<file path="config.mk">
export PLATFORM = sky130hd
export DESIGN_NAME = hazard_ctrl
export DESIGN_NICKNAME = d
export VERILOG_FILES = /design/src/rtl/hazard_ctrl_pkg.sv /design/src/rtl/hazard_ctrl_tag_stage.sv /design/src/rtl/hazard_ctrl.sv
export SDC_FILE = /design/constraint.sdc
export NUM_CORES = 1
export LEC_CHECK = 0
export CORE_MARGIN = 2
export CORE_UTILIZATION = 52
export CTS_BUF_LIST = sky130_fd_sc_hd__clkbuf_16
export CTS_CLUSTER_DIAMETER = 60
export CTS_CLUSTER_SIZE = 30
export DETAILED_ROUTE_END_ITERATION = 6
export MAX_ROUTING_LAYER = met4
export PLACE_DENSITY = 0.79
export SLEW_MARGIN = 30
export SYNTH_ARGS = -nofsm -noshare
export SYNTH_HDL_FRONTEND = slang
export SYNTH_SLANG_ARGS = --single-unit
</file>
<file path="constraint.sdc">
create_clock -name clk -period 2.4 [get_ports clk]
set_input_delay 0.36 -clock clk [delete_from_list [all_inputs] [get_ports clk]]
set_output_delay 0.36 -clock clk [all_outputs]
set_load 0.02 [all_outputs]
</file>
<file path="src/rtl/hazard_ctrl_pkg.sv">
// hazard_ctrl_pkg: shared Tuse/RES/forward encodings, tag record and helper functions
package hazard_ctrl_pkg;
  localparam int TNEW_W = 2;
  localparam logic [1:0] TUSE_0 = 2'd0, TUSE_1 = 2'd1, TUSE_2 = 2'd2, TUSE_NO = 2'd3;
  localparam logic [2:0] RES_NO = 3'd0, RES_ALU = 3'd1, RES_DM = 3'd2, RES_PC = 3'd3;
  localparam logic [1:0] FW_RF = 2'd0, FW_E = 2'd1, FW_M = 2'd2, FW_W = 2'd3;
  localparam logic [TNEW_W-1:0] TNEW_ALU = 2'd1, TNEW_DM = 2'd2, TNEW_PC = 2'd0;
  typedef struct packed {
    logic [4:0]        a3;
    logic [TNEW_W-1:0] tnew;
    logic [4:0]        rt;
  } tag_t;
  function automatic logic [TNEW_W-1:0] tnew_of(input logic [2:0] res);
    return (res == RES_ALU) ? TNEW_ALU : (res == RES_DM) ? TNEW_DM : (res == RES_PC) ? TNEW_PC : '0;
  endfunction
  function automatic logic [TNEW_W-1:0] sat_dec(input logic [TNEW_W-1:0] t);
    return (t == '0) ? '0 : t - 1'b1;
  endfunction
  function automatic logic hit(input logic [4:0] src, input logic [4:0] a3);
    return (src == a3) && (a3 != 5'd0);
  endfunction
  // Youngest qualifying stage wins; W needs only an address match since its Tnew is always 0.
  function automatic logic [1:0] fwd_sel(input logic [4:0] s, input logic use_e, input tag_t e,
                                         input tag_t m, input logic [4:0] w_a3);
    return (use_e && hit(s, e.a3) && e.tnew == '0) ? FW_E :
           (hit(s, m.a3) && m.tnew == '0) ? FW_M :
           hit(s, w_a3) ? FW_W : FW_RF;
  endfunction
endpackage

</file>
<file path="src/rtl/hazard_ctrl_tag_stage.sv">
// hazard_tag_stage: one shadow-pipeline tag register with bubble insert and optional Tnew countdown
module hazard_tag_stage
  import hazard_ctrl_pkg::*;
#(
  parameter bit DEC = 1'b1
) (
  input  logic clk,
  input  logic reset,
  input  logic i_bubble,
  input  tag_t i_tag,
  output tag_t o_tag
);
  tag_t r_tag;
  always_ff @(posedge clk)
    if (reset || i_bubble) r_tag <= '0;
    else r_tag <= '{a3: i_tag.a3, tnew: DEC ? sat_dec(i_tag.tnew) : i_tag.tnew, rt: i_tag.rt};
  assign o_tag = r_tag;
endmodule

</file>
<file path="src/rtl/hazard_ctrl.sv">
// hazard_ctrl: MIPS 5-stage stall and forwarding control from E/M/W write tags.
// Optional stall_cnt output enabled by HAZARD_STALL_CNT_EN.
module hazard_ctrl
  import hazard_ctrl_pkg::*;
(
  input  logic       clk,
  input  logic       reset,
  input  logic [1:0] Tuse_rs_D,
  input  logic [1:0] Tuse_rt_D,
  input  logic [2:0] RES_D,
  input  logic [4:0] rs_D,
  input  logic [4:0] rt_D,
  input  logic [4:0] A3_D,
  output logic       stall,
  output logic [1:0] fwd_rs_D,
  output logic [1:0] fwd_rt_D,
  output logic [1:0] fwd_rs_E,
  output logic [1:0] fwd_rt_E,
  output logic [1:0] fwd_rt_M
`ifdef HAZARD_STALL_CNT_EN
  ,
  output logic [31:0] stall_cnt
`endif
);
  tag_t w_d, w_e, w_m, w_w;
  logic [4:0] r_rs_e;
  logic w_stall, w_unused;
  assign w_d = '{a3: (RES_D == RES_NO) ? 5'd0 : A3_D, tnew: tnew_of(RES_D), rt: rt_D};
  hazard_tag_stage #(.DEC(1'b0)) u_e (.clk(clk), .reset(reset), .i_bubble(w_stall), .i_tag(w_d), .o_tag(w_e));
  hazard_tag_stage #(.DEC(1'b1)) u_m (.clk(clk), .reset(reset), .i_bubble(1'b0), .i_tag(w_e), .o_tag(w_m));
  hazard_tag_stage #(.DEC(1'b1)) u_w (.clk(clk), .reset(reset), .i_bubble(1'b0), .i_tag(w_m), .o_tag(w_w));
  always_ff @(posedge clk)
    r_rs_e <= (reset || w_stall) ? 5'd0 : rs_D;
  assign w_unused = ^{w_w.tnew, w_w.rt};
  assign w_stall = !reset && (
    (hit(rs_D, w_e.a3) && Tuse_rs_D < w_e.tnew) || (hit(rs_D, w_m.a3) && Tuse_rs_D < w_m.tnew) ||
    (hit(rt_D, w_e.a3) && Tuse_rt_D < w_e.tnew) || (hit(rt_D, w_m.a3) && Tuse_rt_D < w_m.tnew));
  assign stall    = w_stall;
  assign fwd_rs_D = reset ? FW_RF : fwd_sel(rs_D, 1'b1, w_e, w_m, w_w.a3);
  assign fwd_rt_D = reset ? FW_RF : fwd_sel(rt_D, 1'b1, w_e, w_m, w_w.a3);
  assign fwd_rs_E = reset ? FW_RF : fwd_sel(r_rs_e, 1'b0, w_e, w_m, w_w.a3);
  assign fwd_rt_E = reset ? FW_RF : fwd_sel(w_e.rt, 1'b0, w_e, w_m, w_w.a3);
  assign fwd_rt_M = (!reset && hit(w_m.rt, w_w.a3)) ? FW_W : FW_RF;
`ifdef HAZARD_STALL_CNT_EN
  logic [31:0] r_stall_cnt;
  always_ff @(posedge clk)
    if (reset) r_stall_cnt <= '0;
    else if (w_stall && r_stall_cnt != 32'hFFFF_FFFF) r_stall_cnt <= r_stall_cnt + 32'd1;
  assign stall_cnt = r_stall_cnt;
`endif
endmodule

</file>
# --- Word level (Yosys, flattened, before mapping) ---
# Index checks and enable logic that the tools add are counted.
word_totals:
  register_bits: 34
  input_bits: 24
  out_inout_bits: 11
op_classes:
  n_addsub: 1
  magnitude_cmp: 4
  eq_ne: 13
  muxes: 17
  reduce_logical: 37
ops:
  columns: ["operator", "n"]
  rows:
  - ["$eq 5x5->1", 11]
  - ["$mux 2", 16]
  - ["$logic_and 1x1->1", 23]
  - ["$reduce_bool 5->1", 3]
  - ["$lt 2x2->1", 4]
  - ["$reduce_or 2->1", 3]
  - ["$logic_not 2->1", 2]
  - ["$logic_or 1x1->1", 4]
  - ["$eq 3x1->1 const B", 1]
  - ["$eq 3x2->1 const B", 1]
  - ["$logic_not 3->1", 1]
  - ["$sub 2x1->2 const B", 1]
  - ["$logic_not 1->1", 1]
  - ["$mux 1", 1]

# --- Depth between registers and ports, before layout ---
depth:
  depth_word: 9
  ltp_mapped: 8

# --- Cells and area by module ---
# A second synthesis with hierarchy kept.
hier_totals:
  hier_cells: 237
  area_unflattened_um2: 2393.5
modules_own_cells:
  columns: ["module", "instances", "cells_each", "area_per_inst_um2", "seq_area_each_um2"]
  rows:
  - ["hazard_ctrl", 1, 153, 1149.9, 100.1]
  - ["hazard_tag_stage at u_m ...", 2, 29, 420.4, 240.2]
  - ["hazard_tag_stage at u_e", 1, 26, 402.9, 240.2]

# --- Worst setup path after synthesis ---
# No wires, ideal clock.
synth_path:
  kind: "register to output"
  from: "register u_w.r_tag (netlist bit u_w.o_tag[7])"
  to: "output fwd_rt_M[1]"
  arrival_ns: 1.767
  t_required_ns: 2.040
  path_slack_ns: 0.273
  stages_incl_launch_ff: 8
  path_buffers: 2
  path_cell_list: "dfxtp_1 > clkbuf_1 > or4_1 > nor2_1 > nor2_1 > nand4_1 > nor3_1 > buf_4"
synth_between:
  elab_chain_len: 4
  word_cells_on_any_way: 5
synth_lines:
  columns: ["item", "line", "source"]
  rows:
  - ["start, declared", "hazard_ctrl_tag_stage.sv:13", "tag_t r_tag;"]
  - ["start signal, assigned", "hazard_ctrl_tag_stage.sv:16", "else r_tag <= '{a3: i_tag.a3, tnew: DEC ? sat_dec(i_tag.tnew) : i_tag.tnew, rt: i_tag.rt};"]
  - ["$eq 5x5->1 / $reduce_bool 5->1 (equally long branches)", "hazard_ctrl_pkg.sv:20", "return (src == a3) && (a3 != 5'd0);"]
  - ["$logic_and 1x1->1 (*)", "hazard_ctrl_pkg.sv:20", null]
  - ["$logic_and 1x1->1 (*)", "hazard_ctrl.sv:43", "assign fwd_rt_M = (!reset && hit(w_m.rt, w_w.a3)) ? FW_W : FW_RF;"]
  - ["$mux 2 (*)", "hazard_ctrl.sv:43", null]
  - ["end, declared", "hazard_ctrl.sv:19", "output logic [1:0] fwd_rt_M"]
# Mark *: on every way between the ends. The rest lies on a longest branch, timed or not.

# --- Worst setup path after layout ---
layout_path:
  from: "input rt_D[3]"
  to: "output stall"
layout_between:
  elab_chain_len: 6
  word_cells_on_any_way: 9
layout_lines:
  columns: ["item", "line", "source"]
  rows:
  - ["start, declared", "hazard_ctrl.sv:12", "input logic [4:0] rt_D,"]
  - ["$eq 5x5->1", "hazard_ctrl_pkg.sv:20", null]
  - ["$logic_and 1x1->1", "hazard_ctrl_pkg.sv:20", null]
  - ["$logic_and 1x1->1", "hazard_ctrl.sv:37", "(hit(rt_D, w_e.a3) && Tuse_rt_D < w_e.tnew) || (hit(rt_D, w_m.a3) && Tuse_rt_D < w_m.tnew));"]
  - ["$logic_or 1x1->1", "hazard_ctrl.sv:36", "(hit(rs_D, w_e.a3) && Tuse_rs_D < w_e.tnew) || (hit(rs_D, w_m.a3) && Tuse_rs_D < w_m.tnew) ||"]
  - ["$logic_or 1x1->1 (*)", "hazard_ctrl.sv:37", null]
  - ["$logic_and 1x1->1 (*)", "hazard_ctrl.sv:35", "assign w_stall = !reset && ("]
  - ["end, declared", "hazard_ctrl.sv:14", "output logic stall,"]
# Marked as above.

==> impl_metrics.env <==
export IMPL_syn_area_mm2=0.00199
export IMPL_portBuffers=34
export IMPL_register_area_um2=683
export IMPL_multi_input_area_mm2=0.00129
export IMPL_antennaDiodeCount=0
export IMPL_arrival_ps=2000
export IMPL_cts_buffers=5
export IMPL_outcome="completed"
export IMPL_viasPerCell=5.31
export IMPL_start_util_pct=54.2
export IMPL_num_nets_final=313
export IMPL_die_width_um=65.8
export IMPL_dr_pass1_iters=5
export IMPL_hold_viol_final=0
export IMPL_hp_class="register to register"
export IMPL_die_area_mm2=0.00433
export IMPL_grt_max_degree=21
export IMPL_worstHoldStart="u_e.o_tag[5]"
export IMPL_globalRouteOverflowTotal=0
export IMPL_worstPathRequired_ps=2040
export IMPL_ff2ff_setup_slack_ps=240
export IMPL_leakage_nw=1.35
export IMPL_switching_share_pct=24.1
export IMPL_grt_pass1_vias=1800
export IMPL_layout_setup_ws_ps=38.2
export IMPL_place_congestion=0.853
export IMPL_ctsHoldBuffers=0
export IMPL_holdPathEnd="u_m.o_tag[5]"
export IMPL_switching_power_mw=0.431
export IMPL_irDropWorstVdd_v=0.000463
export IMPL_clock_sinks=34
export IMPL_max_slew_margin_pct=64.3
export IMPL_maxCapViolCount=0
export IMPL_path_class="input pin to primary output"
export IMPL_crit_slowest_cell="clkdlybuf4s50_1"
export IMPL_sequentialPowerShare_pct=34.6
export IMPL_cp_top_family="simple AND/OR/NAND/NOR gates"
export IMPL_clkTransAtPathRegs_ps=60
export IMPL_antenna_found_initial=0
export IMPL_cts_buffer_depth=2
export IMPL_root_buffer="clkbuf_16"
export IMPL_cp_end_kind="primary output"
export IMPL_grt_pass1_wl_um=8960
export IMPL_design_core_area_mm2=0.00366
export IMPL_dpl_hpwl_um=3830
export IMPL_finalCriticalPeriod_ps=2360
export IMPL_min_path_cells=1
export IMPL_synth_area_leaders="dfxtp_1, xor2_1, xnor2_1"
export IMPL_htreeDepth=2
export IMPL_tightest_slew_ps=531
export IMPL_remaining_drc_errors=0
export IMPL_finalCritPeriodShare_pct=98.4
export IMPL_finalMaxSlewViolations=0
export IMPL_drtIter0Drc=91
export IMPL_ys_ff_latch=34
export IMPL_cpPeakStageDelay_ps=530
export IMPL_utilization_pct=80.1
export IMPL_synth_edf_count=0
export IMPL_r2r_cells=8
export IMPL_r2r_start="u_e.o_tag[10]"
export IMPL_synthFlopType="dfxtp_1"
export IMPL_routedWlPerCell_um=17.2
export IMPL_finalClockSkew_ps=5.37
export IMPL_crit_path_cell_trace="clkdlybuf4s50_1, xor2_1, or4_4, nand4b_4, nor2b_4, buf_6"
export IMPL_r2r_end="u_e.o_tag[8]"
export IMPL_dp_worst_setup_slack_ps=-518
export IMPL_ys_seq_area_share_pct=34.3
export IMPL_num_rows=22
export IMPL_async_reset_ff_share_pct=0
export IMPL_powerDensity_mw_per_mm2=611
export IMPL_ys_warn_count=0
export IMPL_worstSkewPairLatency_ps=280
export IMPL_clkPwrFrac_pct=47.0
export IMPL_vias=1768
export IMPL_fillers=229
export IMPL_synth_cell_types=29
export IMPL_drive_gt1_share_pct=31.2
export IMPL_synth_nets=244
export IMPL_p_int_mw=1.36
export IMPL_critPathLaunchType="input pin"
export IMPL_tritoncts="built"
export IMPL_fp_dieH_um=65.8
export IMPL_area_growth_pct=47.6
export IMPL_routed_wl_um=5710
export IMPL_path_buf_inv=2
export IMPL_antenna_left=0
export IMPL_gr_usage_all_layers_pct=29.2
export IMPL_netlist_area_leader_share_pct=34.3
export IMPL_path_max_fanout=4
export IMPL_fmax_mhz=423
export IMPL_netlist_instances=215
export IMPL_avgSynthCellArea_um2=9.24
export IMPL_yosysTopAreaCell="dfxtp_1"
export IMPL_io_pins=35
export IMPL_rsz0062_at_grt="true"
export IMPL_setup_viol=0
export IMPL_combPwrFrac_pct=18.4
-- layout by cell type (no fill, tap or decap), drive strengths merged, types with 3 or more instances in the layout --
| cell type | Yosys | final |
|---|---|---|
| ha | 5 | 5 |
| xnor2 | 23 | 23 |
| buf | 3 | 49 |
| xor2 | 32 | 32 |
| nor3b | 10 | 10 |
| inv | 8 | 8 |
| dlymetal6s2s | 0 | 10 |
| nor4 | 6 | 6 |
| nor3 | 14 | 14 |
| nand3 | 6 | 6 |
| nor4b | 5 | 5 |
| clkbuf | 13 | 5 |
| nor2 | 9 | 9 |
| dlygate4sd2 | 0 | 5 |
| nand2 | 3 | 3 |
| clkdlybuf4s50 | 0 | 13 |
| dfxtp | 34 | 34 |
| o21ai | 3 | 3 |
| nor2b | 21 | 21 |
| nand4 | 7 | 7 |
| a21oi | 4 | 4 |
| or4 | 3 | 3 |
-- cell usage after synthesis, types with 2 or more instances --
cell / count
nor3_1: 12
nor3b_2: 8
xor2_1: 32
inv_1: 8
clkbuf_1: 13
a21oi_1: 4
nor3_2: 2
xnor2_1: 23
or4_4: 2
nor2_1: 9
nor4b_1: 5
nand2b_1: 2
nor4_1: 6
o21ai_0: 3
nor3b_1: 2
ha_1: 5
nand3_1: 6
nor2b_1: 21
dfxtp_1: 34
nand2_1: 3
nand4_1: 7
-- registers in the layout, indices dropped and copies added, names as in the netlist --
name       count
u_e.o_tag     12
u_m.o_tag     12
r_rs_e         5
u_w.o_tag      5
-- cell type report --
type                            instances  share of cell area (%)
Clock inverter                          3                    2.35
Inverter                                8                    1.02
Clock buffer                            5                    4.27
Tap cell                               48                    2.05
Multi-Input combinational cell        157                    43.9
Timing Repair Buffer                   78                    23.1
Sequential cell                        34                    23.3
-- power by group through the flow --
stage | logic (mW) | registers (mW) | clock network [mW]
finish | 0.331 | 0.620 | 0.842
CTS | 0.314 | 0.618 | 0.847
global placement | 0.293 | 0.628 | 0
detailed placement | 0.301 | 0.629 | 0
floorplan | 0.164 | 0.620 | 0
global route | 0.357 | 0.623 | 0.873
-- layer usage --
| layer | track usage [%] | wire (µm) | part of all wire [%] | vias to the layer above |
|---|---|---|---|---|
| met2 | 48.9 | 2930 | 51 | 57 |
| met3 | 4.94 | 280 | 4.9 | 8 |
| li1 | - | - | - | 859 |
| met5 | - | 0 | 0 | - |
| met1 | 36.3 | 2430 | 43 | 844 |
| met4 | 8.33 | 70 | 1.2 | 0 |
-- worst max path at each step --
stage | from | end | slack, ps | cells past startpoint
2_1_floorplan | u_w.o_tag[7] | fwd_rt_M[1] | 270 | 7
3_3_place_gp | Tuse_rs_D[1] | stall | -510 | 9
3_5_place_dp | rt_D[1] | stall | -520 | 7
4_1_cts | rt_D[1] | stall | -60 | 7
5_1_grt | u_e.o_tag[6] | stall | -0.2 | 8
6_report | rt_D[3] | stall | 40 | 6
-- logic make-up after synthesis --
group / synth area share [%]
XOR/XNOR: 24.3
AND/OR/NAND/NOR: 29.9
buffers and inverters: 5.10
adder cells (fa/ha/maj): 3.15
flip-flops: 34.3
AO/OA/AOI/OAI: 3.34
-- timing repair --
action,in CTS,in global routing
resized for setup,39,25
pin swaps,3,5
setup endpoints to repair,11,7
setup buffers,1,2
-- stage by stage --
stage	power [mW]	hold WS (ps)	cells	TNS (ps)	area (µm²)
3_3_place_gp	0.921	473	322	-1940	2620
5_1_grt	1.85	485	333	-0.157	2930
6_report	1.79	479	333	0	2930
3_5_place_dp	0.930	476	322	-2060	2620
4_1_cts	1.78	480	331	-63.3	2840
2_1_floorplan	0.785	427	215	0	1990
Note: power is estimated with default switching activity, not from simulation.
